File: config.mk
export PLATFORM = sky130hd
export DESIGN_NAME = mac_tx_width_adapter
export DESIGN_NICKNAME = d
export VERILOG_FILES = /design/src/rtl/tx_adapt_pkg.sv /design/src/rtl/tx_beat_fifo.sv /design/src/rtl/mac_tx_width_adapter.sv
export SDC_FILE = /design/constraint.sdc
export NUM_CORES = 1
export LEC_CHECK = 0
export CORE_MARGIN = 3
export CORE_UTILIZATION = 40
export CTS_BUF_LIST = sky130_fd_sc_hd__clkbuf_2 sky130_fd_sc_hd__clkbuf_4 sky130_fd_sc_hd__clkbuf_8
export DETAILED_ROUTE_END_ITERATION = 12
export SLEW_MARGIN = 20
export SYNTH_ARGS = -nofsm -noshare
export SYNTH_HDL_FRONTEND = slang
export SYNTH_SLANG_ARGS = --single-unit
File: constraint.sdc
create_clock -name Ref_CLK -period 3.4 [get_ports Ref_CLK]
set_clock_uncertainty 0.15 [all_clocks]
set_input_delay 1.02 -clock Ref_CLK [delete_from_list [all_inputs] [get_ports Ref_CLK]]
set_output_delay 1.02 -clock Ref_CLK [all_outputs]
set_load 0.01 [all_outputs]
File: src/rtl/tx_adapt_pkg.sv
// Shared widths, FSM state type and width-to-byte-count decode for the MAC TX adapter.
// Latency: none (package only).
// Backpressure: not applicable.
package tx_adapt_pkg;

    localparam logic [5:0] W8  = 6'd8;
    localparam logic [5:0] W16 = 6'd16;
    localparam logic [5:0] W32 = 6'd32;

    typedef enum logic {
        ST_IDLE = 1'b0,
        ST_SEND = 1'b1
    } tx_state_e;

    // Bytes carried by a beat of the given bus width; 0 marks an illegal width,
    // including widths wider than the instance was built for.
    function automatic logic [2:0] width_to_bytes(input logic [5:0] width,
                                                  input int unsigned max_bytes);
        logic [2:0] n;
        case (width)
            W8:      n = 3'd1;
            W16:     n = 3'd2;
            W32:     n = 3'd4;
            default: n = 3'd0;
        endcase
        if (32'(n) > max_bytes) begin
            n = 3'd0;
        end
        return n;
    endfunction

endpackage

File: src/rtl/tx_beat_fifo.sv
// Beat FIFO holding {byte count, K bits, data} entries; head is a read of the registered array.
// Latency: pushed entry visible at head the cycle after the push when the FIFO was empty.
// Backpressure: push ignored when full, pop ignored when empty.
module tx_beat_fifo #(
    parameter int DEPTH = 4,
    parameter int W     = 8
) (
    input  logic                       clk,
    input  logic                       rst_n,
    input  logic                       push,
    input  logic                       pop,
    input  logic [W-1:0]               wdata,
    output logic [W-1:0]               head,
    output logic                       full,
    output logic                       empty,
    output logic [$clog2(DEPTH):0]     count
);

    localparam int AW = $clog2(DEPTH);
    localparam int CW = AW + 1;

    logic [W-1:0]  mem_q [DEPTH];
    logic [AW-1:0] wr_ptr_q, rd_ptr_q;
    logic [CW-1:0] count_q;
    logic          do_push, do_pop;

    assign full    = (count_q == CW'(DEPTH));
    assign empty   = (count_q == '0);
    assign do_push = push && !full;
    assign do_pop  = pop && !empty;
    assign head    = mem_q[rd_ptr_q];
    assign count   = count_q;

    // Pointers wrap naturally because DEPTH is a power of two.
    always_ff @(posedge clk or negedge rst_n) begin
        if (!rst_n) begin
            wr_ptr_q <= '0;
            rd_ptr_q <= '0;
            count_q  <= '0;
        end else begin
            if (do_push) wr_ptr_q <= wr_ptr_q + AW'(1);
            if (do_pop)  rd_ptr_q <= rd_ptr_q + AW'(1);
            if (do_push && !do_pop)      count_q <= count_q + CW'(1);
            else if (do_pop && !do_push) count_q <= count_q - CW'(1);
        end
    end

    // Storage needs no reset: occupancy alone decides what is valid.
    always_ff @(posedge clk) begin
        if (do_push) mem_q[wr_ptr_q] <= wdata;
    end

endmodule

File: src/rtl/mac_tx_width_adapter.sv
// Splits 1/2/4-byte MAC beats into single-byte symbols, LSB first, for the 8b/10b encoder.
// Latency: first symbol valid the cycle after beat acceptance; back-to-back entries have no bubble.
// Backpressure: Sym_Ready=0 holds the symbol; MAC_Ready drops while the beat FIFO is full.
module mac_tx_width_adapter
    import tx_adapt_pkg::*;
#(
    parameter int MAX_BYTES = 4,
    parameter int DEPTH     = 4
) (
    input  logic                   Ref_CLK,
    input  logic                   Reset_n,
    input  logic [5:0]             DataBusWidth,
    input  logic [8*MAX_BYTES-1:0] MAC_TX_Data,
    input  logic [MAX_BYTES-1:0]   MAC_TX_DataK,
    input  logic                   MAC_Data_En,
    output logic                   MAC_Ready,
    output logic [7:0]             Sym_Data,
    output logic                   Sym_K,
    output logic                   Sym_Valid,
    input  logic                   Sym_Ready,
    output logic                   Width_Err,
    output logic                   Overflow
);

    localparam int DW = 8 * MAX_BYTES;
    localparam int EW = 3 + MAX_BYTES + DW;

    tx_state_e             state_q, state_d;
    logic [1:0]            idx_q, idx_d;
    logic                  width_err_q, overflow_q;

    logic [2:0]            beat_bytes;
    logic                  beat_legal, push, pop, xfer, last_byte;
    logic                  fifo_full, fifo_empty;
    logic [$clog2(DEPTH):0] fifo_count;
    logic [EW-1:0]         head;
    logic [2:0]            head_cnt;
    logic [MAX_BYTES-1:0]  head_k;
    logic [DW-1:0]         head_data;
    logic [7:0]            sel_data;
    logic                  sel_k;

    assign beat_bytes = width_to_bytes(DataBusWidth, MAX_BYTES);
    assign beat_legal = (beat_bytes != 3'd0);
    assign MAC_Ready  = !fifo_full;
    assign push       = MAC_Data_En && !fifo_full && beat_legal;

    tx_beat_fifo #(.DEPTH(DEPTH), .W(EW)) u_fifo (
        .clk   (Ref_CLK),
        .rst_n (Reset_n),
        .push  (push),
        .pop   (pop),
        .wdata ({beat_bytes, MAC_TX_DataK, MAC_TX_Data}),
        .head  (head),
        .full  (fifo_full),
        .empty (fifo_empty),
        .count (fifo_count)
    );

    assign {head_cnt, head_k, head_data} = head;

    assign Sym_Valid = (state_q == ST_SEND);
    assign xfer      = Sym_Valid && Sym_Ready;
    assign last_byte = ({1'b0, idx_q} == (head_cnt - 3'd1));
    assign pop       = xfer && last_byte;
    assign Sym_Data  = Sym_Valid ? sel_data : 8'h00;
    assign Sym_K     = Sym_Valid && sel_k;
    assign Width_Err = width_err_q;
    assign Overflow  = overflow_q;

    // Pick the byte and K bit addressed by the current index out of the head entry.
    always_comb begin
        sel_data = 8'h00;
        sel_k    = 1'b0;
        for (int i = 0; i < MAX_BYTES; i++) begin
            if (idx_q == 2'(i)) begin
                sel_data = head_data[8*i +: 8];
                sel_k    = head_k[i];
            end
        end
    end

    // Unload FSM: SEND exactly while the FIFO holds an entry, so a push leaves IDLE at once.
    always_comb begin
        state_d = state_q;
        idx_d   = idx_q;
        case (state_q)
            ST_IDLE: begin
                idx_d = 2'd0;
                if (push) state_d = ST_SEND;
            end
            ST_SEND: begin
                if (xfer) idx_d = last_byte ? 2'd0 : idx_q + 2'd1;
                if (pop && (fifo_count == 1) && !push) state_d = ST_IDLE;
            end
            default: begin
                state_d = ST_IDLE;
                idx_d   = 2'd0;
            end
        endcase
    end

    // State and byte index registers.
    always_ff @(posedge Ref_CLK or negedge Reset_n) begin
        if (!Reset_n) begin
            state_q <= ST_IDLE;
            idx_q   <= 2'd0;
        end else begin
            state_q <= state_d;
            idx_q   <= idx_d;
        end
    end

    // Width error pulses for one cycle after an otherwise acceptable beat is dropped; overflow is sticky.
    always_ff @(posedge Ref_CLK or negedge Reset_n) begin
        if (!Reset_n) begin
            width_err_q <= 1'b0;
            overflow_q  <= 1'b0;
        end else begin
            width_err_q <= MAC_Data_En && !fifo_full && !beat_legal;
            overflow_q  <= overflow_q || (MAC_Data_En && fifo_full);
        end
    end

endmodule
==> reports/metrics.csv, run 1 <==
stage,metric,value,unit
floorplan,CORE AREA,16200,um2
placed_design,dpl cell area,7860,um2
global_routing,global route hottest layer,met2,
finish,post-route cell area,8510,um2
sta,"Slew Viols, Final",0,
sta,Worst Tran Pin Value,0.750,ns
finish,register area,4990,um2
run_status,status,finished with violations,
logic_synthesis,Post-synth EDFFs,156,
placed_design,placed cell count,625,
power_and_ir_drop,Static Leak,2.88,nW
global_routing,initial antenna violation count,0,
min_path,HP Class,reg -> reg,
routing,DR DRC count,0,
critical_path,CP Launch Point,u_fifo.rd_ptr_q[0],
min_path,Hold EP,Overflow,
routing,DR vias,3465,
sta,worst setup margin,-0.101,ns
logic_synthesis,synth unique cells,37,
sta,final hold viol count,0,
routing,post-route ant nets,0,
finish,# diodes,0,
finish,# fillers,1335,
sta,relative slew slack,0.493,
logic_synthesis,Mapped Avg Cell Area,20.1,um2
clock_tree,# clock sinks,168,
finish,area of the multi-input gates,1750,um2
global_routing,met1 global-route usage,0.203,
critical_path,flop2flop setup slack,0.11,ns
placed_design,# port buffers,58,
logic_synthesis,Synth Area in Simple Gates,0.0365,
logic_synthesis,main flop type after synthesis,edfxtp_1,
flow_run,Max-Cap Viols,0,
routing,DR iter-0 viols,288,
placed_design,GP Congestion,0.737,
sta,post-route minimum period,3.50,ns
logic_synthesis,largest family of logic cells by synthesized area,multiplexers,
logic_synthesis,Post-synth ARST share,0.0714,
clock_tree,clk buf depth,2,
min_path,Worst Hold Depth,1,
critical_path,Critical Path Sink Type,primary output,
global_routing,pin count of the biggest net entering global routing,33,
sta,Min Hold Slack,0.325,ns
finish,layout cells sized above 1,0.335,
logic_synthesis,sequential share of the synthesized area,0.738,
critical_path,kind of critical path,reg -> out,
min_path,HP Start,Overflow,
sta,RSZ-0062 raised after global routing,true,
sta,# setup viols final,8,
floorplan,initial core utilization,0.416,
sta,f_max,286,MHz
critical_path,CP max FO,5,
finish,area grow syn2layout,25.9,%
finish,fin cells,676,
routing,Routed WL per cell,20.2,um
routing,Pre-antenna DRT Iters,4,
global_routing,met3 Use GR,0.0470,
critical_path,"Arr. time, crit path",2.33,ns
critical_path,CP Launch Type,flip-flop,
clock_tree,CTS tree,built,
routing,via/cell ratio,5.13,
placed_design,hpwl dp,8870,um
logic_synthesis,yosys warns,0,
power_and_ir_drop,PwrDens,733,nW/um2
logic_synthesis,XOR/XNOR Fraction of Synth Area,0.0141,
floorplan,die width,136,um
logic_synthesis,post-synthesis mux area share,0.133,
logic_synthesis,synthesis-stage register bit count,168,
clock_tree,clk_lat worst skew,0.45,ns
floorplan,overall die height,136,um
global_routing,grt met2 use,0.262,
logic_synthesis,gate count after technology mapping,337,
routing,DRT Wirelength,13700,um
floorplan,IO Pins,59,
clock_tree,total CTS buffers,17,
critical_path,WP data required,2.23,ns
global_routing,"Remaining Overflow, GRT",0,
logic_synthesis,Synth Area in Compound Gates,0.0352,
clock_tree,H-tree depth,4,
floorplan,Site Rows,46,
global_routing,first-pass GRT wire length,21100,um
run_status,failing checks,negative setup slack,
power_and_ir_drop,Peak supply drop,0.436,mV
global_routing,vias in the first global route,3779,
finish,Final nets,507,
sta,final worst-path cycle share,1.03,
floorplan,Die ar.,18500,um2
clock_tree,clock slew at reported path FFs,0.09,ns
logic_synthesis,adder-cell area share of the yosys netlist,0.0259,
global_routing,total track usage,0.159,
critical_path,FF-to-FF Start,u_fifo.rd_ptr_q[0],
critical_path,R2R depth,10,
sta,Setup TNS,-0.495,ns
clock_tree,root buffer cell,clkbuf_8,
logic_synthesis,Syn Nets,397,
critical_path,R2R Path End,u_fifo.count[2],
logic_synthesis,cell area after synthesis,6760,um2
## logic make-up (layout without fill, tap and decap cells)
logic type,Yosys count,after routing
flip-flops,168,168
multiplexers,41,41
AND/OR/NAND/NOR,39,39
AO/OA/AOI/OAI,38,38
buffers and inverters,27,150
adder cells (fa/ha/maj),14,14
XOR/XNOR,10,10
## where the power goes
part	internal [mW]	switching (mW)	total, mW
logic	1.28	1.10	2.38
clock network	0.724	0.686	1.41
registers	2.35	0.0988	2.44
total	4.35	1.88	6.23
## flip-flops by register name (all words and copies together) (netlist names)
signal           count
Overflow             1
u_fifo.rd_ptr_q      2
Width_Err            1
u_fifo.wr_ptr_q      2
idx_q                2
u_fifo.mem_q       156
Sym_Valid            1
u_fifo.count         3
## per-stage QoR
stage          power [mW]  setup WS, ns  utilization
2_1_floorplan        3.70        0.0904            -
3_3_place_gp         4.56      -0.00702        0.484
3_5_place_dp         4.60       0.00372        0.484
4_1_cts              6.32        -0.154        0.523
5_1_grt              6.57        -0.213        0.524
6_report             6.23        -0.101        0.524
## placed cells by master, fill, tap and decap left out, types with 4 or more instances in the layout
master / netlist / layout
nand2b_1: 10 / 10
o21ai_2: 0 / 5
clkinv_1: 0 / 5
buf_12: 0 / 10
a22oi_2: 0 / 9
dfrtp_1: 12 / 11
xnor2_1: 4 / 4
o21ai_1: 0 / 4
ha_1: 14 / 14
xor2_1: 5 / 5
inv_1: 12 / 12
mux4_2: 39 / 39
buf_6: 1 / 9
clkdlybuf4s50_1: 0 / 49
clkbuf_8: 0 / 17
and3_1: 9 / 9
and2_2: 0 / 4
a21oi_2: 0 / 7
edfxtp_1: 156 / 156
buf_4: 1 / 29
buf_2: 5 / 9
## synthesized netlist by cell type (2+ instances only)
cell type / instances / area, um2
dfrtp_1: 12 / 300
nor2_1: 2 / 7.51
xor2_1: 5 / 43.8
nor2b_1: 2 / 12.5
o21ai_0: 11 / 55.1
a21oi_1: 10 / 50.1
nand2_1: 3 / 11.3
a22oi_1: 9 / 67.6
inv_1: 12 / 45.0
edfxtp_1: 156 / 4680
ha_1: 14 / 175
clkbuf_1: 6 / 22.5
xnor2_1: 4 / 35.0
and2_1: 4 / 25.0
or3_1: 2 / 12.5
buf_1: 2 / 7.51
nor4b_1: 3 / 26.3
mux4_2: 39 / 878
and3_1: 9 / 56.3
nand2b_1: 10 / 62.6
nor3_1: 2 / 10.0
buf_2: 5 / 25.0
## what timing repair did
action / CTS / global route
gates resized for setup: 73 / 4
endpoints found under the setup margin: 9 / 10
hold buffers: 0 / 0
buffers inserted: 16 / 3
endpoints found under the hold margin: 0 / 0
pin swaps: 14 / 6
cloned: 1 / 0
## worst max path at each step
stage	endpoint	slack [ns]	depth (start not counted)
detailed placement	Sym_Data[1]	0.004	6
global route	Sym_Data[1]	-0.21	8
CTS	Sym_Data[1]	-0.15	8
global placement	Sym_Data[1]	-0.007	6
finish	Sym_Data[1]	-0.10	8
floorplan	u_fifo.count[2]	0.09	12
## cell type report
type | count | share of cell area
flip-flops and latches | 168 | 0.586
multi-input cells | 142 | 0.206
repair buffers | 106 | 0.124
well taps | 216 | 0.0318
clock buffers | 18 | 0.0284
clock inverters | 14 | 0.0181
inverters | 12 | 0.00530
## metal layers
metal | share of wire | wire (um) | vias to the layer above
li1 | - | - | 1585
met1 | 0.43 | 5820 | 1809
met2 | 0.52 | 7140 | 57
met3 | 0.039 | 530 | 14
met4 | 0.014 | 191 | 0
met5 | 0 | 0 | -
## critical path: stages (launching register included)
cell and delay, ns:
dfrtp_2 0.47, buf_6 0.14, buf_12 0.10, buf_6 0.08
mux4_2 0.49, a22oi_2 0.19, o21ai_1 0.11, and3_1 0.17
buf_2 0.13
Note: power is estimated with default switching activity, not from simulation.
==> run 2, diff against run 1 <==
--- a/config.mk
+++ b/config.mk
@@ -12,4 +12,5 @@
 export SLEW_MARGIN = 20
 export SYNTH_ARGS = -nofsm -noshare
 export SYNTH_HDL_FRONTEND = slang
+export SYNTH_HIERARCHICAL = 1
 export SYNTH_SLANG_ARGS = --single-unit
==> run 2 against run 1 <==
Compared with the run above:
- largest cell class unchanged
- largest power group is now combinational logic
- worst hold slack lost 0.017 ns
- clock power grew 6%
- the flow still finishes with violations (negative setup slack)
- power grew 3.5%
- critical path type is now reg -> reg
==> reports/metrics.csv, run 2 <==
stage,metric,value,unit
run_status,status,finished with violations,
run_status,failing checks,negative setup slack,
global_routing,"Remaining Overflow, GRT",0,
critical_path,CP max FO,5,
floorplan,CORE AREA,16700,um2
clock_tree,cts hold-fix bufs,0,
clock_tree,clk_lat worst skew,0.44,ns
sta,final worst-path cycle share,1.03,
sta,worst setup margin,-0.101,ns
routing,DR DRC count,0,
finish,# fillers,1359,
clock_tree,# clock sinks,168,
power_and_ir_drop,Logic pwr share,0.387,
placed_design,placed cell count,625,
min_path,HP Class,reg -> reg,
critical_path,Critical Path Sink Type,flip-flop,
clock_tree,clock slew at reported path FFs,0.08,ns
finish,register area,4990,um2
clock_tree,root buffer cell,clkbuf_8,
routing,DRT Wirelength,13800,um
global_routing,initial antenna violation count,0,
routing,post-route ant nets,0,
clock_tree,total CTS buffers,17,
clock_tree,clk buf depth,2,
sta,RSZ-0062 raised after global routing,true,
finish,"most common cell after layout, fill and taps aside",edfxtp_1,
critical_path,"Arr. time, crit path",3.68,ns
floorplan,die width,137,um
sta,Setup TNS,-0.308,ns
finish,Final nets,496,
clock_tree,H-tree depth,4,
finish,area of the multi-input gates,1800,um2
power_and_ir_drop,Seq pwr share,0.381,
global_routing,first-pass GRT wire length,21400,um
finish,Biggest register,u_fifo/mem_q,
power_and_ir_drop,Internal,4.53,mW
placed_design,pre-CTS setup slack,-0.0577,ns
global_routing,vias in the first global route,3744,
global_routing,pin count of the biggest net entering global routing,26,
floorplan,Site Rows,47,
global_routing,total track usage,0.158,
routing,via/cell ratio,5.18,
routing,DR iter-0 viols,193,
finish,max reg flops,156,
sta,# setup viols final,9,
power_and_ir_drop,Static Leak,2.87,nW
placed_design,# port buffers,58,
finish,# diodes,0,
logic_synthesis,gate count after technology mapping,341,
flow_run,Max-Cap Viols,0,
power_and_ir_drop,Psw,1.92,mW
critical_path,kind of critical path,reg -> reg,
sta,relative slew slack,0.569,
floorplan,initial core utilization,0.413,
routing,DR vias,3482,
logic_synthesis,yosys warns,6,
sta,final hold viol count,0,
sta,Worst Tran Pin Value,0.638,ns
finish,layout cells sized above 1,0.330,
floorplan,IO Pins,59,
routing,Routed WL per cell,20.6,um
power_and_ir_drop,Clk pwr share,0.232,
critical_path,WP data required,3.58,ns
floorplan,overall die height,137,um
critical_path,CP Launch Type,flip-flop,
sta,f_max,286,MHz
clock_tree,CTS tree,built,
power_and_ir_drop,PwrDens,748,nW/um2
power_and_ir_drop,Peak supply drop,0.360,mV
floorplan,Die ar.,18900,um2
finish,area grow syn2layout,25.1,%
sta,"Slew Viols, Final",0,
logic_synthesis,Syn Nets,398,
power_and_ir_drop,Switching Fraction,0.298,
routing,Pre-antenna DRT Iters,4,
logic_synthesis,Mapped Avg Cell Area,20.2,um2
sta,post-route minimum period,3.50,ns
finish,"commonest cells after routing, fill and taps aside","edfxtp_1 (156), clkdlybuf4s50_1 (49), mux4_2 (38)",
placed_design,hpwl dp,8490,um
finish,fin cells,672,
placed_design,GP Congestion,0.716,
logic_synthesis,cell area after synthesis,6900,um2
run 2: timing repair:
action | CTS | global route
setup buffers | 7 | 7
setup endpoints to repair | 9 | 11
cloned | 4 | 0
pin swaps | 15 | 20
resized for setup | 49 | 17
run 2: power by group through the flow:
stage               clock network (mW)  registers [mW]  logic [mW]
floorplan                            0            2.46        1.44
global placement                     0            2.49        2.11
detailed placement                   0            2.50        2.12
CTS                               1.54            2.46        2.38
global route                      1.63            2.48        2.69
finish                            1.50            2.46        2.49
run 2: per-stage QoR:
step           utilization  cell area [um2]  hold WS [ns]  power (mW)
2_1_floorplan            -             6900         0.309        3.91
3_3_place_gp         0.475             7930         0.289        4.60
3_5_place_dp         0.475             7930         0.295        4.62
4_1_cts              0.511             8540         0.314        6.37
5_1_grt              0.516             8630         0.329        6.80
6_report             0.516             8630         0.308        6.45
run 2: area by class of cell:
cell class,count,area share
Tap cell,220,0.0319
Inverter,17,0.00740
Timing Repair Buffer,96,0.126
Sequential cell,168,0.578
Clock inverter,14,0.0209
Multi-Input combinational cell,139,0.208
Clock buffer,18,0.0280
run 2: final timing paths:
check	start	endpoint	slack, ns	cells after the start
worst max-delay path	u_fifo/rd_ptr_q[0]	u_fifo/count[1]	-0.10	15
worst min-delay path	Overflow	Overflow	0.31	1
worst max register to register	u_fifo/rd_ptr_q[0]	u_fifo/count[1]	-0.10	15
worst min register to register	Overflow	Overflow	0.31	1
max in group asynchronous	Reset_n	u_fifo/rd_ptr_q[0]	1.88	1
min in group asynchronous	Reset_n	u_fifo/wr_ptr_q[0]	0.80	1
run 2: worst max-delay path, stage by stage, from the launching register on:
cell	delay (ns)
dfrtp_2	0.46
buf_12	0.15
buf_16	0.13
buf_4	0.13
buf_12	0.12
mux4_2	0.44
inv_2	0.09
ha_4	0.22
xnor2_4	0.15
nor3_2	0.14
and3_4	0.23
nand2_4	0.06
ha_4	0.16
inv_2	0.06
fa_2	0.43
mux2_4	0.27
run 2: metal layers:
metal | vias to the layer above | global-route usage | wire, um | share of wire
li1 | 1569 | - | - | -
met1 | 1812 | 0.210 | 6060 | 0.44
met2 | 88 | 0.253 | 6950 | 0.50
met3 | 13 | 0.0420 | 638 | 0.046
met4 | 0 | 0.0560 | 189 | 0.014
met5 | - | 0 | 0 | 0
